**src/rtl/gold_nic_fifo_pkg.sv**
```systemverilog
// Shared constants for the gold NIC FIFO slice: register map, status
// word layout and a constant-evaluable clog2 for sizing pointers/counts.
package gold_nic_pkg;

  // Core-side register map (2-bit addr)
  localparam logic [1:0] ADDR_OUT_DATA = 2'b00;
  localparam logic [1:0] ADDR_OUT_STAT = 2'b01;
  localparam logic [1:0] ADDR_IN_DATA  = 2'b10;
  localparam logic [1:0] ADDR_IN_STAT  = 2'b11;

  // Status word layout, in numeric (LSB = 0) bit positions.
  // The flag (full / not-empty) is the LSB; the count sits right above it.
  localparam int STAT_FLAG_BIT = 0;
  // The sticky overflow flag lives STAT_OVF_BIT positions below the word
  // width, i.e. at numeric bit DATA_W-2.
  localparam int STAT_OVF_BIT  = 2;

  function automatic int clog2(input int value);
    int res;
    int v;
    res = 0;
    v   = value - 1;
    while (v > 0) begin
      res = res + 1;
      v   = v >> 1;
    end
    return res;
  endfunction

endpackage

```
**src/rtl/gold_nic_fifo_sync.sv**
```systemverilog
// Synchronous FIFO used for both NIC directions. Pushes into a full FIFO
// and pops from an empty one are ignored; head is the raw storage word at
// the read pointer and is only meaningful while !empty.
module nic_sync_fifo
  import gold_nic_pkg::*;
#(
  parameter int WIDTH = 64,
  parameter int DEPTH = 4
) (
  input  logic                    clk,
  input  logic                    reset,
  input  logic                    push,
  input  logic                    pop,
  input  logic [0:WIDTH-1]        din,
  output logic [0:WIDTH-1]        head,
  output logic [clog2(DEPTH):0]   count,
  output logic                    full,
  output logic                    empty
);

  localparam int AW = clog2(DEPTH);
  localparam int CW = AW + 1;

  logic [0:WIDTH-1] mem [DEPTH];
  logic [AW-1:0]    wr_ptr;
  logic [AW-1:0]    rd_ptr;
  logic             do_push;
  logic             do_pop;

  assign full    = (count == CW'(DEPTH));
  assign empty   = (count == '0);
  assign do_push = push && !full;
  assign do_pop  = pop && !empty;
  assign head    = mem[rd_ptr];

  // Storage write at the tail.
  // NOTE: the data array has no reset; pointers and count define validity,
  // and leaving it unreset lets it map onto plain RAM/flops without a reset tree.
  always_ff @(posedge clk) begin
    if (do_push) mem[wr_ptr] <= din;
  end

  // Pointer and occupancy bookkeeping; pointers wrap naturally (DEPTH is 2^n).
  // NOTE: sequential state uses non-blocking assignments so every flop
  // samples pre-edge values regardless of statement order.
  always_ff @(posedge clk or negedge reset) begin
    if (!reset) begin
      wr_ptr <= '0;
      rd_ptr <= '0;
      count  <= '0;
    end else begin
      if (do_push) wr_ptr <= wr_ptr + AW'(1);
      if (do_pop)  rd_ptr <= rd_ptr + AW'(1);
      case ({do_push, do_pop})
        2'b10:   count <= count + CW'(1);
        2'b01:   count <= count - CW'(1);
        default: count <= count;
      endcase
    end
  end

endmodule

```
**src/rtl/gold_nic_fifo.sv**
```systemverilog
// Gold NIC with per-direction FIFOs between the core memory stage and a
// ring router port. Core side: 2-bit register interface, one-cycle read
// latency. Ring side: ready/send handshake with the polarity-aware send
// rule (head leaves only when router polarity != head VC bit).
// Optional: `define NIC_OVERFLOW_STICKY_EN adds a sticky overflow flag at
// status bit DATA_W-2, set by core writes to a full output FIFO and
// cleared by an addr-01 status read.
module gold_nic_fifo
  import gold_nic_pkg::*;
#(
  parameter int DATA_W    = 64,
  parameter int OUT_DEPTH = 4,
  parameter int IN_DEPTH  = 4,
  parameter int VC_BIT    = 0
) (
  input  logic              clk,
  input  logic              reset,
  input  logic [1:0]        addr,
  input  logic [0:DATA_W-1] d_in,
  output logic [0:DATA_W-1] d_out,
  input  logic              nicEn,
  input  logic              nicEnWr,
  input  logic              net_si,
  output logic              net_ri,
  input  logic [0:DATA_W-1] net_di,
  output logic              net_so,
  input  logic              net_ro,
  output logic [0:DATA_W-1] net_do,
  input  logic              net_polarity
);

  localparam int OCW = clog2(OUT_DEPTH) + 1;
  localparam int ICW = clog2(IN_DEPTH) + 1;

  logic [0:DATA_W-1] out_head;
  logic [OCW-1:0]    out_count;
  logic              out_full;
  logic              out_empty;
  logic [0:DATA_W-1] in_head;
  logic [ICW-1:0]    in_count;
  logic              in_full;
  logic              in_empty;

  logic              out_push;
  logic              rd_req;
  logic              in_pop;
  logic [DATA_W-1:0] out_stat;
  logic [DATA_W-1:0] in_stat;

  logic [1:0]        addr_q;
  logic              en_q;
  logic              wr_q;
  logic [0:DATA_W-1] rd_q;
  logic [0:DATA_W-1] stat_q;

  assign out_push = nicEn && nicEnWr && (addr == ADDR_OUT_DATA);
  assign rd_req   = nicEn && !nicEnWr;
  assign in_pop   = rd_req && (addr == ADDR_IN_DATA);

  assign net_so = !out_empty && net_ro && (net_polarity != out_head[VC_BIT]);
  assign net_do = out_empty ? '0 : out_head;
  assign net_ri = !in_full;

  nic_sync_fifo #(.WIDTH(DATA_W), .DEPTH(OUT_DEPTH)) u_out_fifo (
    .clk   (clk),
    .reset (reset),
    .push  (out_push),
    .pop   (net_so),
    .din   (d_in),
    .head  (out_head),
    .count (out_count),
    .full  (out_full),
    .empty (out_empty)
  );

  nic_sync_fifo #(.WIDTH(DATA_W), .DEPTH(IN_DEPTH)) u_in_fifo (
    .clk   (clk),
    .reset (reset),
    .push  (net_si && net_ri),
    .pop   (in_pop),
    .din   (net_di),
    .head  (in_head),
    .count (in_count),
    .full  (in_full),
    .empty (in_empty)
  );

`ifdef NIC_OVERFLOW_STICKY_EN
  logic ovf_q;

  // Sticky overflow: a dropped core write sets it; an out-status read clears it (set wins).
  always_ff @(posedge clk or negedge reset) begin
    if (!reset) begin
      ovf_q <= 1'b0;
    end else if (out_push && out_full) begin
      ovf_q <= 1'b1;
    end else if (rd_req && (addr == ADDR_OUT_STAT)) begin
      ovf_q <= 1'b0;
    end
  end
`endif

  // Status words as seen before the request edge.
  // NOTE: every always_comb output gets a default first so no path leaves
  // it unassigned, which would otherwise infer a latch.
  always_comb begin
    out_stat                            = '0;
    out_stat[STAT_FLAG_BIT]             = out_full;
    out_stat[STAT_FLAG_BIT+1 +: OCW]    = out_count;
`ifdef NIC_OVERFLOW_STICKY_EN
    out_stat[DATA_W-STAT_OVF_BIT]       = ovf_q;
`else
    out_stat[DATA_W-STAT_OVF_BIT]       = 1'b0;
`endif
    in_stat                             = '0;
    in_stat[STAT_FLAG_BIT]              = !in_empty;
    in_stat[STAT_FLAG_BIT+1 +: ICW]     = in_count;
  end

  // Capture the request and the word it returns; presented one cycle later.
  always_ff @(posedge clk or negedge reset) begin
    if (!reset) begin
      addr_q <= '0;
      en_q   <= 1'b0;
      wr_q   <= 1'b0;
      rd_q   <= '0;
      stat_q <= '0;
    end else begin
      addr_q <= addr;
      en_q   <= nicEn;
      wr_q   <= nicEnWr;
      if (in_pop) rd_q <= in_empty ? '0 : in_head;
      if (rd_req && (addr == ADDR_OUT_STAT))     stat_q <= out_stat;
      else if (rd_req && (addr == ADDR_IN_STAT)) stat_q <= in_stat;
    end
  end

  // Read mux driven by the registered request.
  always_comb begin
    d_out = '0;
    if (en_q && !wr_q) begin
      case (addr_q)
        ADDR_IN_DATA:               d_out = rd_q;
        ADDR_OUT_STAT, ADDR_IN_STAT: d_out = stat_q;
        default:                    d_out = '0;
      endcase
    end
  end

endmodule

```
**config.mk**
```make
export PLATFORM = sky130hd
export DESIGN_NAME = gold_nic_fifo
export DESIGN_NICKNAME = d
export VERILOG_FILES = /design/src/rtl/gold_nic_fifo_pkg.sv /design/src/rtl/gold_nic_fifo_sync.sv /design/src/rtl/gold_nic_fifo.sv
export SDC_FILE = /design/constraint.sdc
export NUM_CORES = 1
export LEC_CHECK = 0
export CORE_ASPECT_RATIO = 1.25
export CORE_MARGIN = 8
export CORE_UTILIZATION = 45
export DETAILED_ROUTE_END_ITERATION = 12
export HOLD_SLACK_MARGIN = 0.08
export PLACE_DENSITY = 0.62
export SYNTH_ARGS = -nofsm -noshare
export SYNTH_HDL_FRONTEND = slang
export SYNTH_SLANG_ARGS = --single-unit
export TNS_END_PERCENT = 30
```
**constraint.sdc**
```tcl
create_clock -name clk -period 4.04 [get_ports clk]
set_clock_uncertainty 0.15 [all_clocks]
set_input_delay 0.606 -clock clk [delete_from_list [all_inputs] [get_ports clk]]
set_output_delay 0.606 -clock clk [all_outputs]
set_load 0.02 [all_outputs]
```
==> run_results.csv <==
group,metric,value,unit
pwr,ir_drop,0.4273,mV
logic_synthesis,ys_seq_area_share,77.05,%
timing,slew_violations,0,
floorplanning,io_pins,267,
detailed_routing,wl_per_cell,23.57,um
logic_synthesis,async_flop_share,14.38,%
global_routing,grt_use_total,16.73,%
placement,place_area,26370,sq um
timing,clock.fmax,0.2710,GHz
timing,worst_slack,0.3500,ns
floorplanning,die_x,217.1,um
final_layout,final_cells,2065,
logic_synthesis,syn-instance-count,1064,
critical_path,cp_data_arrival_time,2.93,ns
critical_path,crit_path_start_kind,"register",
logic_synthesis,synth.avg_cell_area,21.38,sq um
floorplanning,initial_utilization,45.32,%
worst_hold_path,hold_path.class,"register to register",
pwr,cellPowerDensity,670.0,nW/um^2
logic_synthesis,synth-seq-cells,598,
placement,dpl.cell_count,1959,
clock_network,insertion_delay,0.59,ns
job,drv_cap,0,
clock_network,post_cts_buffers,0,
timing,whs,0.3438,ns
critical_path,critical_path.max_fanout,39,
detailed_routing,via_per_inst,5.338,
timing,rsz0062_at_grt,"no",
logic_synthesis,synth_cell_type_count,36,
timing,setup_viol,0,
clock_network,cts_resized,0,
timing,tightest_slew,1.057,ns
detailed_routing,drt_first_pass_iters,6,
floorplanning,core_area,50190,sq um
clock_network,cts_tree,"done",
placement,pre_cts_ws,0.8737,ns
clock_network,clockBufferDepth,3,
timing,slew_headroom,29.52,%
global_routing,antenna_found_initial,7,
floorplanning,fp.dieH,267.4,um
detailed_routing,drc,0,
detailed_routing,antenna_left,0,
timing,hold_viol,0,
floorplanning,row_count,92,
floorplanning,die_area,58040,sq um
detailed_routing,drt_iter0_drc,568,
global_routing,grt_pass1_vias,12053,
final_layout,syn2layout_area_growth,24.10,%
logic_synthesis,synth-main-ff-cell,"edfxtp_1",
critical_path,critPathRequiredTime,3.28,ns
final_layout,layout_common_cells,"edfxtp_1, clkdlybuf4s50_1, mux4_2, dfrtp_1, nor2b_1",
pwr,p_leak,0.009550,uW
timing,finalCriticalPeriod,3.690,ns
clock_network,cts_root_buf,"clkbuf_16",
final_layout,fin_nets,1509,
global_routing,gr-total-overflow,0,
placement,hpwlAfterDp,29460,um
placement,gp_congestion,0.7206,
final_layout,drive_above_1_share,18.53,%
final_layout,final_common_cell,"edfxtp_1",
logic_synthesis,synth_edf_count,512,
placement,io_buffers,266,
global_routing,grt_max_degree,67,
detailed_routing,vias,11023,
clock_network,h-tree-depth,2,
critical_path,cp-end-kind,"output port",
logic_synthesis,syn_area,22750,sq um
clock_network,path_clk_slew,0.07,ns
timing,fin_crit_sh,91.34,%
global_routing,grt_pass1_wl,74060,um
logic_synthesis,synth_fp_nets,1213,
critical_path,crit_type,"register to output port",
clock_network,numCtsBuffers,56,
timing,setup_tns,0,ns
clock_network,cts.sinks,598,
final_layout,final_area,28230,sq um
outcome,outcome,"complete, no violations",
logic_synthesis,ys_warn_count,0,
detailed_routing,drt_wl_total,48680,um
[area by class of cell]
cell class,instances,area [sq um]
clock inverter,29,276.5
timing repair buffer,296,3063
antenna,4,10.01
inverter,12,45.04
sequential,598,17540
clock buffer,72,1564
multi-input combinational,396,4908
tap,658,823.3
fill,3892,21960
[worst paths after layout]
| kind | slack, ns | cells after the start | start | to |
|---|---|---|---|---|
| max in group asynchronous | 2.43 | 3 | reset | rd_q[36]$_DFFE_PN0P_ |
| min reg2reg | 0.34 | 1 | stat_q[63]$_DFFE_PN0P_ | stat_q[63]$_DFFE_PN0P_ |
| max | 0.35 | 5 | addr_q[0]$_DFF_PN0_ | d_out[26] |
| max reg2reg | 1.10 | 10 | u_out_fifo.rd_ptr[1]$_DFFE_PN0P_ | u_out_fifo.count[2]$_DFFE_PN0P_ |
| min | 0.34 | 1 | stat_q[63]$_DFFE_PN0P_ | stat_q[63]$_DFFE_PN0P_ |
| min in group asynchronous | 0.46 | 2 | reset | rd_q[13]$_DFFE_PN0P_ |
[flip-flops by register name, indices dropped and copies added (netlist names)]
name,cells
u_out_fifo.wr_ptr,2
rd_q,64
en_q,1
addr_q,2
u_out_fifo.rd_ptr,2
u_in_fifo.mem,256
u_out_fifo.mem,256
u_out_fifo.count,3
u_in_fifo.count,3
stat_q,4
u_in_fifo.wr_ptr,2
wr_q,1
u_in_fifo.rd_ptr,2
[cells by family (layout without fill, tap and decap cells)]
group                      count (synthesis)  in the layout  share of synthesized area, %
muxes                                    137            137                         13.03
DFF                                      598            598                         77.05
and+or+nand+nor                          157            157                         4.213
adders and majority gates                 12             12                        0.7261
other                                      0              4                             0
AOI/OAI and AO/OA                         76             76                         2.805
buffers and inverters                     70            409                         1.634
xor gates and xnor gates                  14             14                        0.5391
[worst max-delay path, stage by stage (launching register included)]
cell and delay [ns]:
dfrtp_1 0.43, nor2b_1 0.29, and2b_2 0.54, buf_12 0.26, and2_1 0.18, clkdlybuf4s50_1 0.63
[power by group]
group	switching (uW)	internal, uW	total [uW]	leakage [uW]
combinational	2370	2810	5180	0.00293
sequential	737	7780	8520	0.00572
clock	2180	3040	5220	0.000900
[metrics by stage]
stage / util [%] / power (uW)
floorplan: - / 11860
global placement: 52.54 / 13890
detailed placement: 52.54 / 13970
CTS: 56.23 / 19230
global route: 56.23 / 19810
finish: 56.25 / 18910
[metal layers]
metal | wire, um | GRT usage, %
met1 | 20100 | 21.01
met2 | 24570 | 28.57
met3 | 3129 | 4.654
met4 | 836 | 4.099
met5 | 41 | 0
[repair_timing]
action	4_1_cts	5_1_grt
endpoints found under the hold margin	50	0
hold buffers	1	0
endpoints found under the setup margin	0	0
[synthesized netlist by cell type, types with 2 or more instances]
master / n / area [sq um]
edfxtp_1: 512 / 15370
mux4_2: 127 / 2860
dfrtp_1: 86 / 2152
and2_1: 67 / 419.2
nor2b_1: 65 / 406.6
a22o_1: 64 / 560.5
clkbuf_1: 22 / 82.58
buf_2: 17 / 85.08
inv_1: 11 / 41.29
ha_1: 10 / 125.1
buf_6: 9 / 101.4
xnor2_1: 9 / 78.83
nor2_1: 8 / 30.03
mux2i_1: 7 / 70.07
buf_4: 5 / 37.54
xor2_1: 5 / 43.79
a22oi_1: 4 / 30.03
and3_1: 4 / 25.02
buf_1: 4 / 15.01
nand2_1: 4 / 15.01
mux2_2: 3 / 33.78
o21ai_0: 3 / 15.01
a31oi_1: 2 / 12.51
fa_1: 2 / 40.04
nand3_1: 2 / 10.01
nor3_1: 2 / 10.01
Power figures use the tool's default switching activity.
